$ cat src/rtl/dmem_port_arbiter_pkg.sv
// Shared definitions for the data-memory port arbiter: state encoding,
// default sizing constants and the DMA address legality check.
package dmem_port_arbiter_pkg;

  localparam int unsigned DEF_RAM_BYTES    = 1024;
  localparam int unsigned DEF_STARVE_LIMIT = 8;

  typedef enum logic {
    ST_IDLE = 1'b0,
    ST_ACK  = 1'b1
  } arb_state_e;

  // DMA may only touch word-aligned addresses inside the RAM window.
  function automatic logic dma_addr_ok(input logic [63:0] addr,
                                       input logic [63:0] ram_bytes);
    return (addr < ram_bytes) && (addr[1:0] == 2'b00);
  endfunction

endpackage

$ cat src/rtl/dmem_port_arbiter.sv
// Shares the data-memory slave port between the CPU MEM stage (zero-latency,
// default priority) and a req/ack DMA master served in CPU-idle cycles, with
// a starvation counter that steals one CPU cycle via cpu_stall.
module dmem_port_arbiter
  import dmem_port_arbiter_pkg::*;
#(
  parameter int unsigned ADDR_W       = 32,
  parameter int unsigned DATA_W       = 32,
  parameter int unsigned RAM_BYTES    = DEF_RAM_BYTES,
  parameter int unsigned STARVE_LIMIT = DEF_STARVE_LIMIT,
  parameter int unsigned CNT_W        = 4
) (
  input  logic              clk,
  input  logic              reset,
  input  logic              cpu_rd,
  input  logic              cpu_wr,
  input  logic [ADDR_W-1:0] cpu_addr,
  input  logic [DATA_W-1:0] cpu_wdata,
  output logic [DATA_W-1:0] cpu_rdata,
  output logic              cpu_stall,
  input  logic              dma_req,
  input  logic              dma_wr,
  input  logic [ADDR_W-1:0] dma_addr,
  input  logic [DATA_W-1:0] dma_wdata,
  output logic              dma_ack,
  output logic              dma_err,
  output logic [DATA_W-1:0] dma_rdata,
  output logic              mem_rd,
  output logic              mem_wr,
  output logic [ADDR_W-1:0] mem_addr,
  output logic [DATA_W-1:0] mem_wdata,
  input  logic [DATA_W-1:0] mem_rdata
);

  arb_state_e        state;
  logic [CNT_W-1:0]  starve_cnt;
  logic              ack_q;
  logic              err_q;
  logic [DATA_W-1:0] rdata_q;

  logic cpu_acc;
  logic dma_ok;
  logic idle_req;
  logic force_slot;
  logic dma_sel;

  // Arbitration decision and slave-port mux; nothing is granted while in reset.
  always_comb begin
    cpu_acc    = cpu_rd | cpu_wr;
    dma_ok     = dma_addr_ok(64'(dma_addr), 64'(RAM_BYTES));
    idle_req   = reset && (state == ST_IDLE) && dma_req;
    force_slot = idle_req && dma_ok && cpu_acc &&
                 (starve_cnt == CNT_W'(STARVE_LIMIT));
    dma_sel    = idle_req && dma_ok && (!cpu_acc || force_slot);

    cpu_stall  = force_slot;
    mem_rd     = cpu_rd;
    mem_wr     = cpu_wr;
    mem_addr   = cpu_addr;
    mem_wdata  = cpu_wdata;
    cpu_rdata  = mem_rdata;
    if (dma_sel) begin
      mem_rd    = !dma_wr;
      mem_wr    = dma_wr;
      mem_addr  = dma_addr;
      mem_wdata = dma_wdata;
      cpu_rdata = '0;
    end
  end

  assign dma_ack   = ack_q & reset;
  assign dma_err   = err_q;
  assign dma_rdata = rdata_q;

  // Handshake FSM, registered DMA response and starvation counter.
  always_ff @(posedge clk) begin
    if (!reset) begin
      state      <= ST_IDLE;
      starve_cnt <= '0;
      ack_q      <= 1'b0;
      err_q      <= 1'b0;
      rdata_q    <= '0;
    end else begin
      case (state)
        ST_IDLE: begin
          if (dma_sel) begin
            state   <= ST_ACK;
            ack_q   <= 1'b1;
            err_q   <= 1'b0;
            rdata_q <= dma_wr ? '0 : mem_rdata;
          end else if (dma_req && !dma_ok) begin
            state   <= ST_ACK;
            ack_q   <= 1'b1;
            err_q   <= 1'b1;
            rdata_q <= '0;
          end else begin
            ack_q <= 1'b0;
            err_q <= 1'b0;
          end
        end
        default: begin
          state <= ST_IDLE;
          ack_q <= 1'b0;
          err_q <= 1'b0;
        end
      endcase

      if (!dma_req || dma_sel) begin
        starve_cnt <= '0;
      end else if ((state == ST_IDLE) && dma_ok && cpu_acc && !force_slot) begin
        starve_cnt <= starve_cnt + CNT_W'(1);
      end
    end
  end

endmodule
$ cat config.mk
export PLATFORM = sky130hd
export DESIGN_NAME = dmem_port_arbiter
export DESIGN_NICKNAME = d
export VERILOG_FILES = /design/src/rtl/dmem_port_arbiter_pkg.sv /design/src/rtl/dmem_port_arbiter.sv
export SDC_FILE = /design/constraint.sdc
export NUM_CORES = 1
export LEC_CHECK = 0
export ABC_AREA = 1
export BUFFER_PORTS_ARGS = -buffer_cell sky130_fd_sc_hd__clkbuf_2
export CAP_MARGIN = 20
export CORE_MARGIN = 5
export CORE_UTILIZATION = 25
export CTS_BUF_LIST = sky130_fd_sc_hd__clkbuf_16
export DETAILED_ROUTE_END_ITERATION = 10
export MAX_ROUTING_LAYER = met4
export PLACE_DENSITY = 0.68
export REMOVE_ABC_BUFFERS = 1
export SYNTH_ARGS = -nofsm -noshare
export SYNTH_HDL_FRONTEND = slang
export SYNTH_SLANG_ARGS = --single-unit
$ cat constraint.sdc
create_clock -name clk -period 1.7 [get_ports clk]
set_input_delay 0.17 -clock clk [delete_from_list [all_inputs] [get_ports clk]]
set_output_delay 0.17 -clock clk [all_outputs]
set_load 0.01 [all_outputs]
==> out/metrics.yaml <==
outcome:
  status: "complete, but fails checks"
  violations: "negative setup slack"
layout:
  design_area_um2: 6594
  area_delta_synth_final_pct: 128.9
  drive_gt1_frac: 0.5437
  fill_cells: 1025
  finish.utilization: 0.5799
  multiInputGateArea_um2: 2316
  seq_area_um2: 763.2
  stdcell_count: 1037
  nets: 1059
floorplan:
  io_pins: 299
  dieArea_um2: 13770
  die_h_um: 117.3
  core_area_um2: 11370
  std_cell_rows: 39
  fp.dieW_um: 117.3
  initial_core_util: 0.2533
timing:
  rsz0062_at_grt: "yes"
  tightest_slew_ns: 0.4782
  fin_hold_ws_ns: 0.2043
  finalWorstSetupSlack_ns: -0.3133
  final-setup-viol-count: 128
  fin_crit_ns: 2.013
  max_freq_ghz: 0.4967
  drv_slew: 0
  timing.setup.tns_ns: -25.08
  fin_skew_ns: 0.001618
  slew-limit-headroom: 0.6808
  hold_viol: 0
  finalCritPeriodShare: 1.184
worst_hold_path:
  hold_path.class: "in -> reg"
global_route:
  grt_pass1_vias: 4210
  grt_pass1_wl_um: 21180
  grt_overflow_total: 0
  grt_max_degree: 36
  grt_use_total: 0.1920
  antenna_found_initial: 2
place:
  dp_slack_ns: -0.1004
  hpwl_um: 10600
  place_congestion: 0.9064
  dp.cells: 999
  port_buffers: 298
  place_area_um2: 4663
routing:
  ant_nets: 0
  num_vias: 4470
  drtIter0Drc: 211
  vias_per_cell: 4.311
  routedWlPerCell_um: 14.97
  totalWireLength_um: 15530
  drc: 0
  drtPass1Iterations: 8
yosys:
  synth-seq-cells: 38
  synth_area_per_cell_um2: 5.134
  yosys.area.top_type_share: 0.2641
  yosysUniqueCellTypes: 23
  syn_inst: 561
  yosysTopAreaCell: "dfxtp_1"
  synth.yosys.seq_area_share: 0.2641
  yosys-top-cells-area: "dfxtp_1 26%, nand2_1 26%, nor2_1 22%, inv_1 12%, buf_2 2.8%"
  yosys_warnings: 0
  syn_area_um2: 2880
clock_tree:
  clk_latency_ns: 0.28
  clockRootBuffer: "clkbuf_16"
  tritoncts: "done"
  htree_levels: 2
  cts_buffers: 5
  cts_sinks: 38
  path_clk_slew_ns: 0.06
  cts.path.max_buffers: 2
worst_setup_path:
  critPathMaxFanout: 8
  end_kind: "primary output"
  cp.required_ns: 1.53
  crit_path_start_kind: "flip-flop"
  criticalPathCategory: "reg -> out"
  cp.arrival_ns: 1.84
power_and_ir_drop:
  powerDensity_nw_per_um2: 494.7
  ir_drop_uv: 387.0
  finalPower_mw: 3.262
  power.leakage_nw: 3.848
run:
  cap_violations: 0
==> kinds of logic (layout without fill, tap and decap cells) <==
logic type	Yosys count	count (layout)	synth area share
AOI/OAI and AO/OA	10	10	0.02215
xor gates and xnor gates	2	2	0.006083
adders and majority gates	2	2	0.008687
buffers and inverters	124	453	0.1790
DFF	38	38	0.2641
other	0	2	0
and+or+nand+nor	385	387	0.5200
==> registers in the layout (all words and copies together), names as in the netlist <==
name,cells
ack_q,1
starve_cnt,4
dma_err,1
dma_rdata,32
==> worst paths after layout <==
path	start	to	slack (ns)	depth (start not counted)
min	dma_req	starve_cnt[0]$_SDFFE_PP0P_	0.20	3
min reg2reg	starve_cnt[3]$_SDFFE_PP0P_	starve_cnt[3]$_SDFFE_PP0P_	0.48	2
max reg2reg	starve_cnt[0]$_SDFFE_PP0P_	dma_rdata[27]$_SDFFE_PN0P_	-0.14	11
max	starve_cnt[1]$_SDFFE_PP0P_	mem_addr[26]	-0.31	9
==> routing by layer <==
| metal | global-route usage | vias up | part of all wire |
|---|---|---|---|
| met5 | - | - | 0 |
| met4 | 0.06454 | 0 | 0.024 |
| met3 | 0.04427 | 22 | 0.065 |
| met2 | 0.3455 | 199 | 0.55 |
| met1 | 0.2062 | 1974 | 0.37 |
| li1 | - | 2275 | - |
==> layout by cell type, fill, tap and decap left out, drive strengths merged <==
master	Yosys	layout
nand2	200	202
buf	22	131
a21oi	5	5
o21ai	1	1
diode	0	2
clkinv	0	2
dfxtp	38	38
nor2	172	172
nor3b	1	1
o21a	1	1
nand3	7	7
bufinv	0	2
nand4	4	4
inv	97	96
xor2	2	2
clkbuf	5	222
and3	1	1
ha	2	2
o211ai	3	3
==> critical path, cell delays in order, from the launching register on <==
cell       delay (ns)
dfxtp_2          0.32
inv_1            0.06
ha_4             0.15
nor3b_4          0.15
o21ai_4          0.16
clkinv_4         0.10
clkbuf_16        0.18
clkbuf_16        0.18
nor2_1           0.10
buf_2            0.16
==> power by group <==
group          internal (mW)  switching, mW  total, mW  leakage, nW
Combinational          0.560          0.539       1.10         3.44
Sequential             0.941         0.0237      0.965        0.314
Clock                  0.836          0.362       1.20       0.0915
Total                   2.34          0.925       3.26         3.85
==> area by class of cell <==
class | count | area share
Antenna cell | 2 | 0.0007590
Clock buffer | 5 | 0.01898
Clock inverter | 3 | 0.009677
Inverter | 97 | 0.05598
Multi-Input combinational cell | 401 | 0.3512
Sequential cell | 38 | 0.1157
Tap cell | 143 | 0.02713
Timing Repair Buffer | 348 | 0.4205
==> repair_timing <==
action / in CTS / in global routing
buffers inserted: 7 / 0
resized for setup: 120 / 258
setup endpoints to repair: 108 / 136
hold buffers: 0 / 0
pin swaps: 3 / 11
cloned: 10 / 11
==> Yosys cell counts (all sizes together) <==
cell type  instances
clkbuf             5
ha                 2
buf               22
o21a               1
o21ai              1
and3               1
o211ai             3
a21oi              5
nand2            200
nor3b              1
nand4              4
nand3              7
nor2             172
dfxtp             38
xor2               2
inv               97
(Power assumes the default switching activity.)
